$ cat config.mk
export PLATFORM = sky130hd
export DESIGN_NAME = bist_session_ctrl
export DESIGN_NICKNAME = d
export VERILOG_FILES = /design/src/rtl/bist_pkg.sv /design/src/rtl/bist_sig_capture.sv /design/src/rtl/bist_session_ctrl.sv
export SDC_FILE = /design/constraint.sdc
export NUM_CORES = 1
export LEC_CHECK = 0
export CAP_MARGIN = 30
export CORE_ASPECT_RATIO = 1.25
export CORE_MARGIN = 2
export CORE_UTILIZATION = 30
export DETAILED_ROUTE_END_ITERATION = 6
export GPL_ROUTABILITY_DRIVEN = 0
export GPL_TIMING_DRIVEN = 0
export PLACE_DENSITY = 0.46
export SKIP_LAST_GASP = 1
export SYNTH_ARGS = -nofsm -noshare
export SYNTH_HDL_FRONTEND = slang
export SYNTH_HIERARCHICAL = 1
export SYNTH_SLANG_ARGS = --single-unit
export TNS_END_PERCENT = 5
$ cat constraint.sdc
create_clock -name CLK -period 4.2 [get_ports CLK]
set_clock_uncertainty 0.15 [all_clocks]
set_input_delay 0.84 -clock CLK [delete_from_list [all_inputs] [get_ports CLK]]
set_output_delay 0.84 -clock CLK [all_outputs]
set_load 0.01 [all_outputs]
$ cat src/rtl/bist_pkg.sv
// Shared types and defaults for the BIST session controller.
// Optional build macro used by the top: BIST_STOP_ON_FAIL_EN.
package bist_pkg;

  typedef enum logic [2:0] {
    S_IDLE   = 3'd0,
    S_RUN    = 3'd1,
    S_UNLOAD = 3'd2,
    S_CHECK  = 3'd3,
    S_DONE   = 3'd4
  } bist_state_e;

  localparam int DEF_PAT_LEN  = 14;
  localparam int DEF_SIG_W    = 8;
  localparam int DEF_SESSIONS = 4;

  // Upper bounds for the generic slice helper below.
  localparam int MAX_SIG_W    = 64;
  localparam int MAX_GOLDEN_W = 1024;

  // Returns golden bits [idx*sig_w +: sig_w]; out-of-range indices give zero.
  function automatic logic [MAX_SIG_W-1:0] golden_slice(
    input logic [MAX_GOLDEN_W-1:0] golden,
    input int                      idx,
    input int                      sig_w
  );
    logic [MAX_GOLDEN_W-1:0] sh;
    logic [MAX_SIG_W-1:0]    res;
    sh  = golden >> (idx * sig_w);
    res = '0;
    for (int i = 0; i < MAX_SIG_W; i++) begin
      if (i < sig_w) res[i] = sh[i];
    end
    return res;
  endfunction

endpackage

$ cat src/rtl/bist_sig_capture.sv
// Serial-in signature capture: SIGN enters at the MSB and shifts right, so
// the first bit received lands in bit 0 after SIG_W shifts (SIG_W >= 2).
module bist_sig_capture
  import bist_pkg::*;
#(
  parameter int SIG_W = DEF_SIG_W
) (
  input  logic             clk,
  input  logic             rst_n,
  input  logic             clr,
  input  logic             shift_en,
  input  logic             sin,
  input  logic [SIG_W-1:0] golden,
  output logic [SIG_W-1:0] sig,
  output logic             match
);

  always_ff @(posedge clk or negedge rst_n) begin
    if (!rst_n) begin
      sig <= '0;
    end else if (clr) begin
      sig <= '0;
    end else if (shift_en) begin
      sig <= {sin, sig[SIG_W-1:1]};
    end
  end

  assign match = (sig == golden);

endmodule

$ cat src/rtl/bist_session_ctrl.sv
// BIST session controller: runs SESSIONS x (RUN, UNLOAD, CHECK) and reports PASS/FAIL_IDX.
// Build macro: BIST_STOP_ON_FAIL_EN ends the run at the first mismatching session.
module bist_session_ctrl
  import bist_pkg::*;
#(
  parameter int                          PAT_LEN  = DEF_PAT_LEN,
  parameter int                          SIG_W    = DEF_SIG_W,
  parameter int                          SESSIONS = DEF_SESSIONS,
  parameter logic [SESSIONS*SIG_W-1:0]   GOLDEN   = '0
) (
  input  logic                          CLK,
  input  logic                          RSTn,
  input  logic                          START,
  input  logic                          SIGN,
  output logic                          SE,
  output logic                          BUSY,
  output logic                          DONE,
  output logic                          PASS,
  output logic [$clog2(SESSIONS+1)-1:0] FAIL_IDX,
  output bist_state_e                   dbg_state
);

  localparam int CNT_MAX = (PAT_LEN > SIG_W) ? PAT_LEN : SIG_W;
  localparam int CNT_W   = $clog2(CNT_MAX + 1);
  localparam int SESS_W  = $clog2(SESSIONS + 1);

  // START is a level request, not a valid/ready handshake: it is sampled only
  // in S_IDLE and S_DONE and has no acknowledge; BUSY=1 means it is ignored.

  bist_state_e       state_q, state_d;
  logic [CNT_W-1:0]  cnt_q, cnt_d;
  logic [SESS_W-1:0] session_q, session_d, session_inc;
  logic [SESS_W-1:0] fail_q, fail_d;
  logic              pass_q, pass_d;
  logic              se_q, busy_q, done_q;
  logic              cap_clr, cap_shift, cap_match;
  logic [SIG_W-1:0]  cap_sig, golden_cur;

  assign golden_cur  = SIG_W'(golden_slice(MAX_GOLDEN_W'(GOLDEN), 32'(session_q), SIG_W));
  assign session_inc = session_q + SESS_W'(1);

  bist_sig_capture #(.SIG_W(SIG_W)) u_cap (
    .clk      (CLK),
    .rst_n    (RSTn),
    .clr      (cap_clr),
    .shift_en (cap_shift),
    .sin      (SIGN),
    .golden   (golden_cur),
    .sig      (cap_sig),
    .match    (cap_match)
  );

  always_comb begin
    state_d   = state_q;
    cnt_d     = cnt_q + CNT_W'(1);
    session_d = session_q;
    fail_d    = fail_q;
    pass_d    = pass_q;
    cap_clr   = 1'b0;
    cap_shift = 1'b0;
    unique case (state_q)
      S_IDLE, S_DONE: begin
        cnt_d = cnt_q;
        if (START) begin
          state_d   = S_RUN;
          cnt_d     = '0;
          session_d = '0;
          pass_d    = 1'b1;
          fail_d    = SESS_W'(SESSIONS);
          cap_clr   = 1'b1;
        end
      end
      S_RUN: begin
        if (cnt_q == CNT_W'(PAT_LEN - 1)) begin
          state_d = S_UNLOAD;
          cnt_d   = '0;
        end
      end
      S_UNLOAD: begin
        cap_shift = 1'b1;
        if (cnt_q == CNT_W'(SIG_W - 1)) begin
          state_d = S_CHECK;
          cnt_d   = '0;
        end
      end
      S_CHECK: begin
        cnt_d     = '0;
        session_d = session_inc;
        state_d   = (session_inc == SESS_W'(SESSIONS)) ? S_DONE : S_RUN;
        if (!cap_match) begin
          pass_d = 1'b0;
          // Only the first failing session index is kept.
          if (fail_q == SESS_W'(SESSIONS)) fail_d = session_q;
`ifdef BIST_STOP_ON_FAIL_EN
          state_d = S_DONE;
`endif
        end
      end
      default: begin
        state_d = S_IDLE;
        cnt_d   = '0;
      end
    endcase
  end

  always_ff @(posedge CLK or negedge RSTn) begin
    if (!RSTn) begin
      state_q   <= S_IDLE;
      cnt_q     <= '0;
      session_q <= '0;
      fail_q    <= SESS_W'(SESSIONS);
      pass_q    <= 1'b0;
      se_q      <= 1'b0;
      busy_q    <= 1'b0;
      done_q    <= 1'b0;
    end else begin
      state_q   <= state_d;
      cnt_q     <= cnt_d;
      session_q <= session_d;
      fail_q    <= fail_d;
      pass_q    <= pass_d;
      // Outputs are registered from the next state so they align with it.
      se_q      <= (state_d == S_RUN);
      busy_q    <= (state_d == S_RUN) || (state_d == S_UNLOAD) || (state_d == S_CHECK);
      done_q    <= (state_d == S_DONE);
    end
  end

  assign SE        = se_q;
  assign BUSY      = busy_q;
  assign DONE      = done_q;
  assign PASS      = pass_q & done_q;
  assign FAIL_IDX  = fail_q;
  assign dbg_state = state_q;

endmodule
==> impl_metrics.toml <==
[outcome]
status = "completed"

[power]
pwr-share-seq_pct = 47.5
power_density_nw_per_um2 = 463
p_total_w = 0.000725
ir_drop_v = 0.000272
p_clk_share_pct = 20.3
p_leak_nw = 0.664
p_switching_w = 0.000245
p_int_w = 0.000480
comb_power_share_pct = 32.1
switching_share_pct = 33.8

[placement]
io_buffers = 13
hpwl_um = 1850

[critical_path]
cp-end-kind = "output pin"
arrival_ns = 1.39
rr_endpoint = "BUSY"
timing.rr.start = "session_q[0]"
crit_buf_inv = 1
cp.required_ns = 3.21
reg2reg_depth = 5
crit_cells = 1
worstSetupPathType = "flop to output pin"
crit_chain = "clkdlybuf4s50_1"
worstSetupStartpointType = "flop"
crit_end = "FAIL_IDX[2]"
path_max_fanout = 5
slowest_delay_ns = 0.58
critPathTopFamily = "flip-flops"
setup.worst_path.start = "FAIL_IDX[2]"
ff2ff_setup_slack_ns = 2.23
cp_slowest_cell = "dfstp_2"

[floorplan]
die_h_um = 76.6
start_util_pct = 31.1
die_w_um = 62.1
rows = 26
die_area_um2 = 4760
ios = 14
core_area_um2 = 4070

[clock_network]
cts_tree = "yes"
cts.repair.resized = 0
htreeDepth = 1
clockRootBuffer = "clkbuf_8"
postCtsSetupBuffers = 0
clkTransAtPathRegs_ns = 0.08
numCtsBuffers = 3
holdBufCountCts = 0
cts.sinks = 25
worstSkewPairLatency_ns = 0.28
clk_path_buf_depth = 2

[cells_and_area]
seqCellArea_um2 = 627
syn_to_final_growth_pct = 23.7
multi_input_area_um2 = 633
fillers = 418
finalNetCount = 156
diodes = 0
drive_gt1_share_pct = 9.52

[drt]
highest_layer = "met4"
routedWlPerCell_um = 12.0
wl_met1_um = 1220
drtIter0Drc = 42
routed_wl_um = 2440
wl_met3_um = 79
drcViolationCount = 0
vias = 925
drtAntennaViolNets = 0
drtPass1Iterations = 4
vias_per_cell = 4.56
wl_met2_um = 1090

[synthesis]
avgSynthCellArea_um2 = 10.4
synth_top_area_share_pct = 47.5
syn_area_um2 = 1260
syn_inst = 122
yosys_warnings = 6
synth_area_leaders = "dfrtp_1, mux2i_1, xnor2_1"
synth_area_leader_cell = "dfrtp_1"
synth-seq-cells = 25
yosys.cell_types.count = 37
synth-seq-area-share_pct = 49.6

[global_route]
antenna_found_initial = 0
grt_pass1_vias = 935
grt_overflow = 0
grt_pass1_wl_um = 4440
grt_max_degree = 17
grtUsageTotal_pct = 12.3

[timing]
rsz0062_at_grt = "false"
timing.setup.tns_ns = 0
final-max-slew-violation-count = 0
timing.final.hold_violations = 0
finalCritPeriodShare_pct = 56.6
tightest_slew_ns = 0.641
finalSetupViolations = 0
period_needed_ns = 2.38
max_slew_margin_pct = 56.9
fmax_mhz = 420

[run]
max-cap-violations = 0

[worst_hold_path]
hold_path_class = "flop to flop"
-- cell usage after synthesis (all sizes together) --
library cell	count
a21oi	5
a32oi	1
o21ai	7
nor2b	3
conb	1
nor3	5
nand2	6
xnor2	8
and4	1
nand3b	2
a211o	1
nand4	2
or4	2
buf	3
o22ai	3
and2	1
nand3	3
mux2i	10
dfrtp	24
a31oi	1
or2b	1
and3	1
or3	1
dfstp	1
o22a	1
nor2	15
nand2b	2
ha	4
nor3b	2
xor2	1
inv	3
or2	1
-- cell usage in the layout (no fill, tap or decap), drive strengths merged, types with 2 or more instances in the layout --
| master | n |
|---|---|
| o21ai | 7 |
| nand3b | 2 |
| nor2 | 15 |
| ha | 4 |
| nand4 | 2 |
| clkbuf | 3 |
| conb | 8 |
| nand2b | 2 |
| inv | 3 |
| nor2b | 3 |
| or4 | 2 |
| dfrtp | 24 |
| nand3 | 3 |
| clkdlybuf4s50 | 13 |
| a21oi | 5 |
| nor3 | 5 |
| mux2i | 10 |
| xnor2 | 8 |
| nand2 | 6 |
| nor3b | 2 |
| o22ai | 3 |
| buf | 4 |
-- routing by layer --
| metal | vias to the layer above | global-route usage (%) |
|---|---|---|
| met3 | 4 | 2.21 |
| met1 | 439 | 18.2 |
| li1 | 469 | - |
| met4 | 0 | 5.74 |
| met2 | 13 | 16.9 |
| met5 | - | 0 |
-- registers in the layout, indices dropped and copies added (netlist names) --
name and cells:
SE 1, pass_q 1, cnt_q 4, BUSY 1, FAIL_IDX 3, dbg_state 3
session_q 3, u_cap/sig 8, DONE 1
-- logic make-up after synthesis --
group | count (synthesis) | synth area share (%)
xor gates and xnor gates | 9 | 6.23
AOI/OAI and AO/OA | 19 | 8.80
buffers and inverters | 6 | 2.47
and+or+nand+nor | 48 | 20.8
DFF | 25 | 49.6
other | 1 | 0.296
muxes | 10 | 7.91
adders and majority gates | 4 | 3.96
-- area by class of cell --
| type | instances | share of cell area [%] |
|---|---|---|
| Multi-Input combinational cell | 98 | 40.4 |
| Sequential cell | 25 | 40.0 |
| Timing Repair Buffer | 14 | 10.1 |
| Tap cell | 56 | 4.48 |
| Clock buffer | 3 | 2.64 |
| Buffer | 3 | 1.28 |
| Inverter | 3 | 0.719 |
| Clock inverter | 1 | 0.320 |
-- stage by stage --
stage / cells / area [µm²] / utilization (%) / hold slack [ns] / worst slack, ns
6_report: 203 / 1570 / 38.5 / 0.342 / 1.82
5_1_grt: 203 / 1570 / 38.5 / 0.385 / 1.78
4_1_cts: 203 / 1570 / 38.5 / 0.348 / 1.82
3_5_place_dp: 199 / 1520 / 37.4 / 0.324 / 1.58
3_3_place_gp: 198 / 1490 / 36.7 / 0.323 / 1.58
2_1_floorplan: 129 / 1290 / - / 0.302 / 2.12
-- power groups by stage --
| stage | registers [W] | logic (W) | clock network, W |
|---|---|---|---|
| after floorplan | 0.000347 | 0.000150 | 0 |
| after global placement | 0.000346 | 0.000231 | 0 |
| after detailed placement | 0.000348 | 0.000239 | 0 |
| after CTS | 0.000344 | 0.000238 | 0.000152 |
| after global routing | 0.000352 | 0.000270 | 0.000162 |
| final | 0.000345 | 0.000233 | 0.000148 |
-- how the worst min path moves through the flow --
| stage | start | endpoint | slack, ns | cells past startpoint |
|---|---|---|---|---|
| floorplan | pass_q | pass_q | 0.30 | 1 |
| global placement | pass_q | pass_q | 0.32 | 1 |
| detailed placement | pass_q | pass_q | 0.32 | 1 |
| CTS | pass_q | pass_q | 0.35 | 1 |
| global route | pass_q | pass_q | 0.38 | 1 |
| finish | pass_q | pass_q | 0.34 | 1 |
(Power assumes the default switching activity.)
